### config.mk
export PLATFORM = sky130hd
export DESIGN_NAME = fifo_wr_arbiter_flat
export DESIGN_NICKNAME = d
export VERILOG_FILES = /design/src/rtl/fifo_arb_pkg.sv /design/src/rtl/fifo_wr_arbiter_if.sv /design/src/rtl/rr_pick_comb.sv /design/src/rtl/fifo_wr_arbiter.sv /design/src/flat_wrapper.sv
export SDC_FILE = /design/constraint.sdc
export NUM_CORES = 1
export LEC_CHECK = 0
export BUFFER_PORTS_ARGS = -buffer_cell sky130_fd_sc_hd__buf_2
export CAP_MARGIN = 20
export CORE_MARGIN = 3
export CORE_UTILIZATION = 40
export CTS_CLUSTER_DIAMETER = 40
export DETAILED_ROUTE_END_ITERATION = 16
export GPL_TIMING_DRIVEN = 0
export PLACE_DENSITY = 0.75
export SETUP_SLACK_MARGIN = 0.2
export SYNTH_ARGS = -nofsm -noshare
export SYNTH_HDL_FRONTEND = slang
export SYNTH_SLANG_ARGS = --single-unit
### constraint.sdc
create_clock -name clk -period 5.7 [get_ports clk]
set_input_delay 0.855 -clock clk [delete_from_list [all_inputs] [get_ports clk]]
set_output_delay 0.855 -clock clk [all_outputs]
set_load 0.02 [all_outputs]
### src/rtl/fifo_arb_pkg.sv
// Shared types and helpers for the FIFO write arbiter and related schedulers.
// rr_pick is the behavioural form of the round-robin search done by rr_pick_comb.
package fifo_arb_pkg;

  typedef enum logic {
    ARB   = 1'b0,
    BURST = 1'b1
  } arb_state_e;

  localparam int unsigned RR_MAX_REQ = 16;
  localparam int unsigned RR_IDX_W   = 4;

  typedef struct packed {
    logic                found;
    logic [RR_IDX_W-1:0] idx;
  } rr_pick_t;

  // First set bit at or above ptr, wrapping at n (n <= RR_MAX_REQ).
  function automatic rr_pick_t rr_pick(input logic [RR_MAX_REQ-1:0] req,
                                       input logic [RR_IDX_W-1:0]   ptr,
                                       input int unsigned           n);
    rr_pick_t    r;
    int unsigned k;
    r = '{found: 1'b0, idx: '0};
    for (int unsigned i = 0; i < RR_MAX_REQ; i++) begin
      k = 32'(ptr) + i;
      if (k >= n) k = k - n;
      if (i < n && !r.found && req[k[RR_IDX_W-1:0]]) begin
        r.found = 1'b1;
        r.idx   = k[RR_IDX_W-1:0];
      end
    end
    return r;
  endfunction

endpackage

### src/rtl/fifo_wr_arbiter_if.sv
// Producer streams plus FIFO write-side signals of the write arbiter.
// master = arbiter side, slave = producers and FIFO.
interface fifo_wr_arbiter_if #(
  parameter int N_REQ  = 4,
  parameter int DATA_W = 8
);
  localparam int ID_W = $clog2(N_REQ);

  logic [N_REQ-1:0]        i_req_valid;
  logic [N_REQ*DATA_W-1:0] i_req_data;
  logic [N_REQ-1:0]        i_req_last;
  logic [N_REQ-1:0]        o_req_ready;
  logic                    o_grant_valid;
  logic [ID_W-1:0]         o_grant_id;
  logic                    o_wren;
  logic [DATA_W-1:0]       o_wrdata;
  logic                    i_full;
  logic                    i_alm_full;

  modport master (
    input  i_req_valid, i_req_data, i_req_last, i_full, i_alm_full,
    output o_req_ready, o_grant_valid, o_grant_id, o_wren, o_wrdata
  );

  modport slave (
    output i_req_valid, i_req_data, i_req_last, i_full, i_alm_full,
    input  o_req_ready, o_grant_valid, o_grant_id, o_wren, o_wrdata
  );

endinterface

### src/rtl/rr_pick_comb.sv
// Combinational round-robin search: rotate requests so ptr_i is bit 0,
// take the lowest set bit, then rotate the index back.
module rr_pick_comb #(
  parameter int N = 4
) (
  input  logic [N-1:0]         req_i,
  input  logic [$clog2(N)-1:0] ptr_i,
  output logic                 found_o,
  output logic [$clog2(N)-1:0] idx_o
);
  localparam int IW = $clog2(N);

  logic [N-1:0]  rot;
  logic [IW-1:0] off;

  function automatic logic [IW-1:0] wrap(input int v);
    return IW'((v >= N) ? v - N : v);
  endfunction

  always_comb begin
    rot = '0;
    for (int j = 0; j < N; j++) begin
      rot[j] = req_i[wrap(int'(ptr_i) + j)];
    end
    off = '0;
    for (int j = N-1; j >= 0; j--) begin
      if (rot[j]) off = IW'(j);
    end
    found_o = |rot;
    idx_o   = wrap(int'(ptr_i) + int'(off));
  end

endmodule

### src/rtl/fifo_wr_arbiter.sv
// Round-robin arbiter sharing one FIFO write port among N_REQ bursty producers.
// One write may be in flight, so ready also looks at alm_full while o_wren is high.
module fifo_wr_arbiter
  import fifo_arb_pkg::*;
#(
  parameter int N_REQ     = 4,
  parameter int DATA_W    = 8,
  parameter int MAX_BURST = 4
) (
  input  logic               clk,
  input  logic               rst,
  fifo_wr_arbiter_if.master  bus
);
  localparam int ID_W  = $clog2(N_REQ);
  localparam int CNT_W = $clog2(MAX_BURST + 1);

  arb_state_e        state_q, state_d;
  logic [ID_W-1:0]   rr_ptr_q, rr_ptr_d;
  logic [ID_W-1:0]   grant_id_q, grant_id_d;
  logic [CNT_W-1:0]  beat_cnt_q, beat_cnt_d;
  logic              wren_q, wren_d;
  logic [DATA_W-1:0] wrdata_q, wrdata_d;

  logic              pick_found;
  logic [ID_W-1:0]   pick_idx;
  logic              sel_valid, sel_last;
  logic [DATA_W-1:0] sel_data;
  logic              can_accept;
  logic [N_REQ-1:0]  ready_c;

  rr_pick_comb #(.N(N_REQ)) u_pick (
    .req_i   (bus.i_req_valid),
    .ptr_i   (rr_ptr_q),
    .found_o (pick_found),
    .idx_o   (pick_idx)
  );

  always_comb begin
    sel_valid = 1'b0;
    sel_last  = 1'b0;
    sel_data  = '0;
    for (int k = 0; k < N_REQ; k++) begin
      if (grant_id_q == ID_W'(k)) begin
        sel_valid = bus.i_req_valid[k];
        sel_last  = bus.i_req_last[k];
        sel_data  = bus.i_req_data[k*DATA_W +: DATA_W];
      end
    end
  end

  assign can_accept = !bus.i_full && !(wren_q && bus.i_alm_full);

  always_comb begin
    state_d    = state_q;
    rr_ptr_d   = rr_ptr_q;
    grant_id_d = grant_id_q;
    beat_cnt_d = beat_cnt_q;
    wren_d     = 1'b0;
    wrdata_d   = wrdata_q;
    ready_c    = '0;
    unique case (state_q)
      ARB: begin
        if (pick_found) begin
          grant_id_d = pick_idx;
          beat_cnt_d = '0;
          state_d    = BURST;
        end
      end
      BURST: begin
        ready_c[grant_id_q] = can_accept;
        if (sel_valid && can_accept) begin
          wren_d     = 1'b1;
          wrdata_d   = sel_data;
          beat_cnt_d = beat_cnt_q + CNT_W'(1);
          if (sel_last || beat_cnt_q == CNT_W'(MAX_BURST - 1)) begin
            state_d  = ARB;
            rr_ptr_d = (grant_id_q == ID_W'(N_REQ - 1)) ? '0 : grant_id_q + ID_W'(1);
          end
        end
      end
      default: state_d = ARB;
    endcase
  end

  always_ff @(posedge clk or posedge rst) begin
    if (rst) begin
      state_q    <= ARB;
      rr_ptr_q   <= '0;
      grant_id_q <= '0;
      beat_cnt_q <= '0;
      wren_q     <= 1'b0;
      wrdata_q   <= '0;
    end else begin
      state_q    <= state_d;
      rr_ptr_q   <= rr_ptr_d;
      grant_id_q <= grant_id_d;
      beat_cnt_q <= beat_cnt_d;
      wren_q     <= wren_d;
      wrdata_q   <= wrdata_d;
    end
  end

  assign bus.o_req_ready   = ready_c;
  assign bus.o_grant_valid = (state_q == BURST);
  assign bus.o_grant_id    = grant_id_q;
  assign bus.o_wren        = wren_q;
  assign bus.o_wrdata      = wrdata_q;

endmodule

### src/flat_wrapper.sv
// flat-port wrapper written by rule: the top's interface ports become plain ports
module fifo_wr_arbiter_flat import fifo_arb_pkg::*;
#(
  parameter int N_REQ     = 4,
  parameter int DATA_W    = 8,
  parameter int MAX_BURST = 4
)
  (clk, rst, bus_i_req_valid, bus_i_req_data, bus_i_req_last, bus_i_full, bus_i_alm_full, bus_o_req_ready, bus_o_grant_valid, bus_o_grant_id, bus_o_wren, bus_o_wrdata);
  fifo_wr_arbiter_if #(.N_REQ(N_REQ), .DATA_W(DATA_W)) bus_i ();
  input  logic clk;
  input  logic rst;
  input wire logic [$bits(bus_i.i_req_valid)-1:0] bus_i_req_valid;
  input wire logic [$bits(bus_i.i_req_data)-1:0] bus_i_req_data;
  input wire logic [$bits(bus_i.i_req_last)-1:0] bus_i_req_last;
  input wire logic [$bits(bus_i.i_full)-1:0] bus_i_full;
  input wire logic [$bits(bus_i.i_alm_full)-1:0] bus_i_alm_full;
  output wire logic [$bits(bus_i.o_req_ready)-1:0] bus_o_req_ready;
  output wire logic [$bits(bus_i.o_grant_valid)-1:0] bus_o_grant_valid;
  output wire logic [$bits(bus_i.o_grant_id)-1:0] bus_o_grant_id;
  output wire logic [$bits(bus_i.o_wren)-1:0] bus_o_wren;
  output wire logic [$bits(bus_i.o_wrdata)-1:0] bus_o_wrdata;
  assign bus_i.i_req_valid = bus_i_req_valid;
  assign bus_i.i_req_data = bus_i_req_data;
  assign bus_i.i_req_last = bus_i_req_last;
  assign bus_i.i_full = bus_i_full;
  assign bus_i.i_alm_full = bus_i_alm_full;
  assign bus_o_req_ready = bus_i.o_req_ready;
  assign bus_o_grant_valid = bus_i.o_grant_valid;
  assign bus_o_grant_id = bus_i.o_grant_id;
  assign bus_o_wren = bus_i.o_wren;
  assign bus_o_wrdata = bus_i.o_wrdata;
  fifo_wr_arbiter #(.N_REQ(N_REQ), .DATA_W(DATA_W), .MAX_BURST(MAX_BURST)) u_core (.clk(clk), .rst(rst), .bus(bus_i));
endmodule
-- Word level (Yosys, flattened, before mapping)
Cells that the tools add are included.
- register bits after elaboration: 17
- output and inout bits: 16
- mux-type cells: 42
- reductions and logical operators: 13
- bitwise operators: 2
- add/subtract/negate cells: 11
- magnitude comparators: 11
- equality and inequality tests: 6
- operators with widths (operator ; number):
    8-bit 2-to-1 mux ; 4
    2-bit 2-to-1 mux ; 10
    1-bit 2-to-1 mux ; 18
    2-bit by 3-bit < comparator with 1-bit output, second input constant ; 5
    3-bit greater-or-equal comparator, second input constant ; 4
    2-bit by 1-bit subtractor with 2-bit output, second input constant ; 5
    1-bit binary-select mux with 2-bit select ; 4
    2-bit by 2-bit adder with 3-bit output, second input constant ; 2
    3-bit 2-to-1 mux ; 2
    3-bit one-hot mux with 2 select lines ; 1
    2-bit AND reduction ; 3
    4-bit AND ; 1
    2-bit equality test, second input constant ; 2
    1-bit logical AND ; 4
    4-bit 2-to-1 mux ; 1
    4-bit OR reduction ; 1
    2-bit by 1-bit adder with 3-bit output, second input constant ; 1
    2-bit by 2-bit adder with 3-bit output ; 1
    3-bit by 1-bit adder with 3-bit output, second input constant ; 1
    3-bit by 2-bit equality test with 1-bit output, second input constant ; 1
    2-bit by 3-bit greater-or-equal comparator with 1-bit output, second input constant ; 1
    3-bit AND reduction ; 1
    2-bit by 1-bit adder with 2-bit output, second input constant ; 1
    1-bit demux with 2-bit select ; 1
    other kinds (9) ; 10

-- Logic depth before layout (Yosys ltp)
- word-level depth: 12
- depth in mapped cells: 9
- mapped depth without buffers: 8

-- Cells and area by module
From an unflattened synthesis, not the netlist that was laid out.
- cells, all modules: 148
- area, all modules: 1333.8 um2
- by module, submodules not included (module ; area an instance (um2) ; instances ; cells an instance ; sequential area each (um2)):
    fifo_wr_arbiter ; 1167.4 ; 1 ; 123 ; 425.4
    rr_pick_comb ; 166.4 ; 1 ; 25 ; 0.0

-- Worst setup path after synthesis
Ideal clock, no wire load.
- path type: reg-to-output
- start point: register u_core.grant_id_q[0] (netlist: u_core.bus.o_grant_id[0])
- end point: output bus_o_req_ready[3]
- slack: 3.316 ns
- arrival: 1.529 ns
- required time: 4.845 ns
- stages on the path, launching flop included: 5
- path through: dfrtp_1 ha_1 buf_2 buf_1 and2_1
- word-level cells in the longest chain between the ends: 6
- elaborated cells between the ends (all ways): 7
- ends and longest elaborated chain (item ; RTL line ; source):
    start: declaration ; fifo_wr_arbiter.sv:19 ; logic [ID_W-1:0] grant_id_q, grant_id_d;
    start signal: assignment ; fifo_wr_arbiter.sv:96 ; grant_id_q <= grant_id_d;
    2-bit by 3-bit < comparator with 1-bit output (not written as such) / 2-bit by 1-bit greater-or-equal comparator with 1-bit output (equally long branches) ; fifo_wr_arbiter.sv:70 ; ready_c[grant_id_q] = can_accept;
    1-bit logical AND (not written as such) ; fifo_wr_arbiter.sv:70 ;
    1-bit 2-to-1 mux (not written as such) ; fifo_wr_arbiter.sv:70 ;
    1-bit demux with 2-bit select (*) ; n/a ;
    4-bit AND (no line) (*) ; n/a ;
    4-bit 2-to-1 mux (*) ; fifo_wr_arbiter.sv:61 ; unique case (state_q)
    end: declaration ; flat_wrapper.sv:17 ; output wire logic [$bits(bus_i.o_req_ready)-1:0] bus_o_req_ready;
Mark *: on every way between the ends. The rest lies on a longest branch, timed or not.

-- Worst setup path in the final report
- start point: register u_core.grant_id_q[1] (netlist: u_core.bus.o_grant_id[1])
- end point: output bus_o_req_ready[3]
The elaborated chain is that of the path after synthesis.

==> metrics.md <==
| Metric | Value |
|---|---|
| DP HPWL | 2.76 mm |
| Row count | 19 |
| Setup_tns | 0 ps |
| Mapped Cells | about 130 |
| Post_cts resized | 0 |
| Ys flop type | dfrtp_1 |
| Hold buffers post-CTS | 0 |
| Vias | 1,287 |
| Clock skew | 6.00 ps |
| Max-cap violations | 0 |
| Post-layout minimum cycle time | about 2900 ps |
| Filler Cells Inserted | 268 |
| Skew-Pair Late Insertion Delay | roughly 310 ps |
| Sequential fraction of the synthesis area | 0.332 |
| Worst path arrival time | roughly 2100 ps |
| Commonest non-fill, non-tap cell in the layout | buf_2 |
| Outcome | finished clean |
| Final WL | between 3 and 4 mm |
| Drt pass-1 iters | 5 |
| Post-synthesis net count | approximately 190 |
| CTS tree | yes |
| Final nets | 249 |
| Slew headroom | 0.543 |
| RSZ-0062 raised after global routing | false |
| Max-slew violations | 0 |
| Hold WC Path Type | reg -> reg |
| FF-to-FF Start | u_core.bus.o_grant_id[1] |
| Total track usage | 0.185 |
| FF+latch area | 425 µm² |
| # setup viols final | 0 |
| Max Clk Rate | around 0.34 GHz |
| Clk buf depth | 2 |
| Least-Margin Pin Slew | 685 ps |
| Core Box Area | between 2000 and 3000 µm² |
| Vias in the first global route | between 1k and 1.5k |
| Crit path from | u_core.bus.o_grant_id[1] |
| Pleak | around 0.00083 µW |
| Worst ir drop on vdd | around 0.20 mV |
| Yosys warnings | 0 |
| Initial antenna violation count | 0 |
| Hold Vio Cnt, Final | 0 |
| Vias per cell | about 5.4 |
| H-tree lvl count | 1 |
| Port bufs | slightly below 60 |
| Setup Buffers After CTS | 0 |
| Initial core utilization | 0.441 |
| DR iter-0 viols | 29 |
| Setup crit start kind | flip-flop |
| Util after Layout | 0.571 |
| Critical path type | reg -> out |
| Die W | about 63 µm |
| PwrDens | 500 nW/µm² |
| Syn_area_per_cell | approximately 9.6 µm² |
| Gr ovfl total | 0 |
| CP required | approximately 4900 ps |
| Root Buffer | clkbuf_4 |
| Hold path startpoint | u_core.beat_cnt_q[0] |
| Routed WL per cell | between 10 and 15 µm |
| Pin count of the biggest net entering global routing | 18 |
| DR DRC count | 0 |
| Netlist cell types | 34 |
| Diodes inserted | 0 |
| Most frequent cells in the layout | buf_2 (62), dfrtp_1 (17), nand2_1 (15) |
| Layout cells sized above 1 | 0.421 |
| Worst-path clk slew | around 110 ps |
| Tcrit/Tclk final | 0.513 |
| Die Y-Extent | 62.6 µm |
| Final Wtd Congestion | 0.792 |
| Multi-input gate area | 778 µm² |
| Async S/R FF share, synth | 1.00 |
| Die area | 3920 µm² |
| CTS Sinks | 17 |
| Crit path capture type | output port |
| Flops & latches, synth | 17 |
| Total CTS buffers | 3 |
| First-pass GRT wire length | 5.86 mm |
| Post-Syn Area | roughly 1300 µm² |
| Area Growth Syn to Fin | 29.3% |
| Number of synthesized flops with an enable pin | 0 |
| Critical-path maximum fanout | 10 |
| I/O pin count | 60 |
| ANT nets after route | 0 |
[final cells by class]
type / instances / share of cell area
clock inverters: 1 / 0.00302
clock buffers: 3 / 0.0136
multi-input cells: 102 / 0.470
plain buffers: 7 / 0.0280
flip-flops and latches: 17 / 0.257
well taps: 42 / 0.0317
repair buffers: 59 / 0.178
inverters: 8 / 0.0181
[through the flow]
step                hold WS [ps]  cells  setup slack [ps]  cell area, µm²  total power [µW]
finish                       497    239              2780            1660               827
global route                 542    239              2630            1660               897
CTS                          500    239              2770            1660               831
detailed placement           486    235              3000            1630               762
global placement             472    235              3040            1630               738
floorplan                    455    134              3320            1280               617
[power breakdown]
part	internal, µW	switching (µW)
clock network	26.3	43.2
logic	257	282
registers	176	42.0
total	459	368
[worst max-delay path: stages (launching register included)]
cell     delay (ps)
dfrtp_1         450
ha_1            300
buf_2           270
buf_1           380
and2_1          200
buf_2           160
[worst paths after layout]
| check | cells past startpoint | to | slack [ps] |
|---|---|---|---|
| worst max-delay path | 5 | bus_o_req_ready[3] | 2780 |
| worst min-delay path | 1 | u_core.beat_cnt_q[0] | 500 |
| worst max register to register | 7 | u_core.bus.o_wrdata[2] | 3660 |
| worst min register to register | 1 | u_core.beat_cnt_q[0] | 500 |
| max in group asynchronous | 2 | u_core.bus.o_grant_id[1] | 4630 |
| min in group asynchronous | 2 | u_core.bus.o_wrdata[4] | 630 |
[sequential cells by signal, summed over array words and instances, names as in the netlist]
register,count
u_core.beat_cnt_q,3
u_core.bus.o_grant_id,2
u_core.bus.o_grant_valid,1
u_core.bus.o_wrdata,8
u_core.bus.o_wren,1
u_core.rr_ptr_q,2
[routing by layer]
layer,wire length [µm],vias to the layer above,track usage
li1,-,610,-
met1,1500,605,0.243
met2,1690,69,0.302
met3,256,3,0.0252
met4,29,0,0.0799
met5,0,-,0
[cells in the mapped netlist, types with 2 or more instances]
cell / n / area [µm²]
mux2i_1: 2 / 20.0
nor2b_1: 8 / 50.1
mux2_4: 6 / 90.1
inv_1: 7 / 26.3
and2_1: 5 / 31.3
buf_2: 3 / 15.0
a21oi_1: 6 / 30.0
dfrtp_1: 17 / 425
o211ai_1: 2 / 15.0
nor2_1: 9 / 33.8
o31ai_1: 7 / 52.6
clkbuf_1: 2 / 7.51
ha_1: 7 / 87.6
nor3_1: 3 / 15.0
nand3b_1: 2 / 15.0
o21ai_0: 4 / 20.0
nand2_1: 15 / 56.3
a21o_1: 2 / 15.0
mux2_2: 5 / 56.3
a221oi_1: 8 / 70.1
[kinds of logic (layout without fill, tap and decap cells)]
kind of cell    Yosys count  in the layout  synth area share
compound gates           33             33             0.199
xor+xnor                  2              2            0.0137
fa+ha+maj                 7              7            0.0684
buf+inv                  15             78            0.0596
flops                    17             17             0.332
mux                      14             14             0.148
simple gates             46             46             0.179
Note: power is estimated with default switching activity, not from simulation.
